## src/rtl/dice_roll_ctrl.sv

```systemverilog
// dice_roll_ctrl
// Front end for the dice counter: synchronises and debounces the raw
// active-low push button, holds the counter's active-low enable low while
// the button is held, and on release emits single-cycle enable pulses at
// doubling intervals so the displayed face slows down and settles.
//
// Ports
//   ck       in   system clock, rising edge
//   rst      in   asynchronous reset, active low
//   btn      in   raw button, active low, asynchronous to ck, may bounce
//   nEN      out  active-low count enable to the dice counter (registered)
//   rolling  out  high while rolling or slowing down (registered)
//   settled  out  one-cycle pulse when the slow-down completes (registered)
module dice_roll_ctrl #(
    parameter int unsigned DEB_CYCLES = 50000,
    parameter int unsigned DEB_W      = 16,
    parameter int unsigned SLOW_BASE  = 4096,
    parameter int unsigned SLOW_STEPS = 8,
    parameter int unsigned GAP_W      = 24
) (
    input  logic ck,
    input  logic rst,
    input  logic btn,
    output logic nEN,
    output logic rolling,
    output logic settled
);

    localparam int unsigned STEP_W = $clog2(SLOW_STEPS + 1);

    localparam logic [DEB_W-1:0]  DEB_LIMIT = DEB_W'(DEB_CYCLES);
    localparam logic [STEP_W-1:0] STEP_LAST = STEP_W'(SLOW_STEPS);
    localparam logic [GAP_W-1:0]  GAP_FIRST = GAP_W'(SLOW_BASE - 1);
    localparam logic [GAP_W-1:0]  GAP_BASE  = GAP_W'(SLOW_BASE);

    typedef enum logic [1:0] {
        IDLE = 2'd0,
        ROLL = 2'd1,
        SLOW = 2'd2,
        DONE = 2'd3
    } state_t;

    // Synchroniser and debounce state
    logic             s1_q, s2_q;
    logic             db_q, db_d;
    logic [DEB_W-1:0] deb_cnt_q, deb_cnt_d;
    logic [DEB_W-1:0] deb_cnt_inc;

    // Roll / slow-down state
    state_t            state_q, state_d;
    logic [GAP_W-1:0]  gap_q, gap_d;
    logic [GAP_W-1:0]  gap_reload;
    logic [STEP_W-1:0] step_q, step_d;
    logic [STEP_W-1:0] step_inc;

    // Output registers
    logic nen_q, nen_d;
    logic rolling_q, rolling_d;
    logic settled_q, settled_d;

    // Two-flop synchroniser; resets to the released level
    always_ff @(posedge ck or negedge rst) begin
        if (!rst) begin
            s1_q <= 1'b1;
            s2_q <= 1'b1;
        end else begin
            s1_q <= btn;
            s2_q <= s1_q;
        end
    end

    // Debounce: any cycle agreeing with db restarts the stability count
    always_comb begin
        db_d        = db_q;
        deb_cnt_d   = deb_cnt_q;
        deb_cnt_inc = deb_cnt_q + DEB_W'(1);
        if (s2_q == db_q) begin
            deb_cnt_d = '0;
        end else if (deb_cnt_inc == DEB_LIMIT) begin
            db_d      = s2_q;
            deb_cnt_d = '0;
        end else begin
            deb_cnt_d = deb_cnt_inc;
        end
    end

    always_ff @(posedge ck or negedge rst) begin
        if (!rst) begin
            db_q      <= 1'b1;
            deb_cnt_q <= '0;
        end else begin
            db_q      <= db_d;
            deb_cnt_q <= deb_cnt_d;
        end
    end

    // FSM state register and output registers
    always_ff @(posedge ck or negedge rst) begin
        if (!rst) begin
            state_q   <= IDLE;
            gap_q     <= '0;
            step_q    <= '0;
            nen_q     <= 1'b1;
            rolling_q <= 1'b0;
            settled_q <= 1'b0;
        end else begin
            state_q   <= state_d;
            gap_q     <= gap_d;
            step_q    <= step_d;
            nen_q     <= nen_d;
            rolling_q <= rolling_d;
            settled_q <= settled_d;
        end
    end

    // Next-state logic, then outputs decoded from the state being entered
    always_comb begin
        state_d    = state_q;
        gap_d      = gap_q;
        step_d     = step_q;
        nen_d      = 1'b1;
        rolling_d  = 1'b0;
        settled_d  = 1'b0;
        step_inc   = step_q + STEP_W'(1);
        gap_reload = (GAP_BASE << step_inc) - GAP_W'(1);

        case (state_q)
            IDLE: begin
                if (!db_q) state_d = ROLL;
            end
            ROLL: begin
                if (db_q) begin
                    state_d = SLOW;
                    gap_d   = GAP_FIRST;
                    step_d  = '0;
                end
            end
            SLOW: begin
                // A re-press wins over a pulse due in the same cycle
                if (!db_q) begin
                    state_d = ROLL;
                    gap_d   = '0;
                    step_d  = '0;
                end else if (gap_q == '0) begin
                    step_d = step_inc;
                    if (step_inc == STEP_LAST) begin
                        state_d = DONE;
                    end else begin
                        gap_d = gap_reload;
                    end
                end else begin
                    gap_d = gap_q - GAP_W'(1);
                end
            end
            DONE: begin
                state_d = IDLE;
                step_d  = '0;
            end
            default: begin
                state_d = IDLE;
            end
        endcase

        case (state_d)
            ROLL: begin
                nen_d     = 1'b0;
                rolling_d = 1'b1;
            end
            SLOW: begin
                // Pulse is registered, so it is decoded as gap reaches zero
                nen_d     = (gap_d != '0);
                rolling_d = 1'b1;
            end
            DONE: begin
                settled_d = 1'b1;
            end
            default: begin
                nen_d = 1'b1;
            end
        endcase
    end

    assign nEN     = nen_q;
    assign rolling = rolling_q;
    assign settled = settled_q;

endmodule

```

## config.mk

```make
export PLATFORM = sky130hd
export DESIGN_NAME = dice_roll_ctrl
export DESIGN_NICKNAME = d
export VERILOG_FILES = /design/src/rtl/dice_roll_ctrl.sv
export SDC_FILE = /design/constraint.sdc
export NUM_CORES = 1
export LEC_CHECK = 0
export ABC_AREA = 1
export ABC_CLOCK_PERIOD_IN_PS = 3400
export BUFFER_PORTS_ARGS = -buffer_cell sky130_fd_sc_hd__buf_2
export CAP_MARGIN = 20
export CORE_ASPECT_RATIO = 1.2
export CORE_MARGIN = 1.5
export CORE_UTILIZATION = 40
export CTS_CLUSTER_DIAMETER = 100
export DETAILED_ROUTE_END_ITERATION = 10
export GPL_TIMING_DRIVEN = 0
export HOLD_SLACK_MARGIN = 0.15
export MAX_ROUTING_LAYER = met4
export PLACE_DENSITY = 0.55
export SLEW_MARGIN = 20
export SYNTH_ARGS = -nofsm -noshare
export SYNTH_HDL_FRONTEND = slang
export SYNTH_SLANG_ARGS = --single-unit
export TNS_END_PERCENT = 20
```

## constraint.sdc

```tcl
create_clock -name ck -period 3.4 [get_ports ck]
set_clock_uncertainty 0.05 [all_clocks]
set_input_delay 0.85 -clock ck [delete_from_list [all_inputs] [get_ports ck]]
set_output_delay 0.85 -clock ck [all_outputs]
set_load 0.03 [all_outputs]
```

==> impl_metrics.env <==
export IMPL_io_pins=6
export IMPL_hp_class="reg -> reg"
export IMPL_comb_power_share_pct=1.9
export IMPL_peakVddDrop_uv=220
export IMPL_yosys_warnings=0
export IMPL_pre_cts_slack_ns=0.470
export IMPL_core_area_sq_um=10100
export IMPL_setup_tns_ns=0
export IMPL_synth_edf_count=0
export IMPL_post_cts_resized=0
export IMPL_cp_max_fo=9
export IMPL_viasPerCell=5.00
export IMPL_cts_htree_levels=2
export IMPL_dpl_hpwl_um=8120
export IMPL_hold_violations=0
export IMPL_synth_area_per_cell_sq_um=6.61
export IMPL_wl_per_cell_um=13.4
export IMPL_rsz0062_at_grt="no"
export IMPL_grt_pass1_vias=3798
export IMPL_final_cell_mix="nand2_1 (191), inv_1 (86), nor2_1 (79), nand3_1 (56), dfrtp_1 (48)"
export IMPL_io_buffers=5
export IMPL_maxCapViolations=0
export IMPL_seq_area_sq_um=1310
export IMPL_setup_ws_ns=0.432
export IMPL_path_clk_slew_ns=0.08
export IMPL_layout_min_cycle_time_ns=2.97
export IMPL_final_nets=661
export IMPL_num_rows=40
export IMPL_p_sw_uw=278
export IMPL_drive_gt1_share_pct=12.6
export IMPL_slew_headroom_pct=46.1
export IMPL_grt_max_degree=53
export IMPL_cp_end_kind="register"
export IMPL_die_area_sq_um=11000
export IMPL_seq_power_share_pct=52.6
export IMPL_place_congestion=0.845
export IMPL_dp_cells=761
export IMPL_start_util_pct=41.4
export IMPL_p_per_area_nw_per_um2=264
export IMPL_yosys_register_bits=52
export IMPL_critPathRequiredTime_ns=3.58
export IMPL_numCtsBuffers=5
export IMPL_clockBufferDepth=2
export IMPL_clk_latency_ns=0.30
export IMPL_grt_use_total_pct=21.5
export IMPL_cts_sinks=52
export IMPL_clockRootBuffer="clkbuf_16"
export IMPL_layout_commonest_cell="nand2_1"
export IMPL_fp_dieH_um=115
export IMPL_finalCritPeriodShare_pct=87.3
export IMPL_dieWidth_um=96.1
export IMPL_switching_share_pct=23.4
export IMPL_worst_setup_path_start_kind="register"
export IMPL_worst_pin_slew_ns=0.803
export IMPL_synth_ff_type="dfrtp_1"
export IMPL_p_leak_nw=2.68
export IMPL_nFillCells=1050
export IMPL_grt_pass1_wl_um=17800
export IMPL_max_freq_mhz=337
export IMPL_crit_type="reg -> reg"
export IMPL_multi_input_area_sq_um=2470
export IMPL_drcViolationCount=0
export IMPL_run_status="completed"
export IMPL_final_antenna_net_count=0
export IMPL_grt_ovfl_total=0
export IMPL_cts_setup_buffers=0
export IMPL_drtPass1Iterations=4
export IMPL_dr_first_iter_drc_count=202
export IMPL_routed_wl_um=10300
export IMPL_antenna_found_initial=0
export IMPL_p_int_uw=912
export IMPL_final_cell_area_sq_um=4500
export IMPL_finalSetupViolCount=0
export IMPL_final_cells=769
export IMPL_p_clk_share_pct=45.5
export IMPL_yosysSeqAreaShare_pct=31.4
export IMPL_syn_inst=630
export IMPL_syn_cell_area_sq_um=4160
export IMPL_async_reset_ff_share_pct=100
export IMPL_crit_arrival_ns=3.15
export IMPL_power_mw=1.19
export IMPL_cts_tree="built"
export IMPL_antenna_cells=0
export IMPL_dpl_cell_area_sq_um=4350
export IMPL_cts_hold_buffers=0
export IMPL_finalMaxSlewViolations=0
export IMPL_synth_distinct_cells=38
export IMPL_vias=3848
export IMPL_areaGrowthSynthToFinish_pct=8.15
export IMPL_synth_nets=649
## logic make-up after synthesis
family | count (synthesis) | share of synthesized area [%]
XOR/XNOR | 18 | 3.97
AO/OA/AOI/OAI | 50 | 6.31
buffers and inverters | 100 | 9.35
adder cells (fa/ha/maj) | 16 | 4.81
AND/OR/NAND/NOR | 394 | 44.2
flip-flops | 52 | 31.4
## synth_stat cells, drive strengths merged (4+ instances only)
library cell	count	area [sq um]
a21oi	23	119
buf	5	31.3
clkbuf	4	16.3
dfrtp	48	1200
dfstp	4	105
ha	16	200
inv	90	338
nand2	208	853
nand3	65	370
nand4	8	50.1
nor2	100	475
o21ai	21	105
or2	4	27.5
xnor2	6	60.1
xor2	12	105
## routing by layer
metal,global-route usage (%),vias up,wire length (um)
met1,26.4,1795,4880
met3,3.04,14,267
li1,-,1991,-
met5,-,-,0
met2,36.2,48,5020
met4,6.86,0,178
## worst max-delay path, cell delays in order (launching register included)
cell	delay [ns]
dfrtp_1	0.49
ha_1	0.25
inv_1	0.08
nand2_2	0.08
nand2_4	0.11
nor2_8	0.14
nand2_4	0.08
nor2_2	0.28
o21ai_0	0.13
a31oi_1	0.33
ha_1	0.24
nand2_1	0.09
nor2_1	0.09
nand2_1	0.06
nor2_1	0.09
nand3_1	0.08
nor2_1	0.17
nor2_1	0.07
## state kept, by name, summed over array words and instances (netlist names)
name,cells
deb_cnt_q,16
s1_q,1
nEN,1
state_q,2
rolling,1
gap_q,24
s2_q,1
settled,1
db_q,1
step_q,4
## path summary, 6_finish.rpt
check | startpoint | end | slack [ns] | cells past startpoint
worst max-delay path | step_q[0] | nEN | 0.43 | 17
worst min-delay path | s1_q | s2_q | 0.31 | 0
worst max register to register | step_q[0] | nEN | 0.43 | 17
worst min register to register | s1_q | s2_q | 0.31 | 0
max in group asynchronous | rst | gap_q[13] | 2.31 | 1
min in group asynchronous | rst | gap_q[3] | 0.53 | 1
## power groups by stage
stage                     Combinational, mW  Sequential (mW)  Clock (mW)
after global placement               0.0239            0.637           0
after CTS                            0.0249            0.625       0.564
after floorplan                     0.00783            0.637           0
after global routing                 0.0276            0.626       0.582
final                                0.0230            0.625       0.541
after detailed placement             0.0249            0.637           0
## final cells by class
cell class	instances	share of cell area, %
Multi-Input combinational cell	478	54.8
Sequential cell	52	29.0
Inverter	91	7.59
Tap cell	126	3.50
Clock buffer	5	2.78
Buffer	9	1.06
Clock inverter	3	0.639
Timing Repair Buffer	5	0.611
## through the flow
stage	hold WS (ns)	util, %
after floorplan	0.295	-
after global placement	0.297	43.2
after detailed placement	0.300	43.2
after CTS	0.312	44.8
after global routing	0.316	44.8
final	0.309	44.8
(Power assumes the default switching activity.)
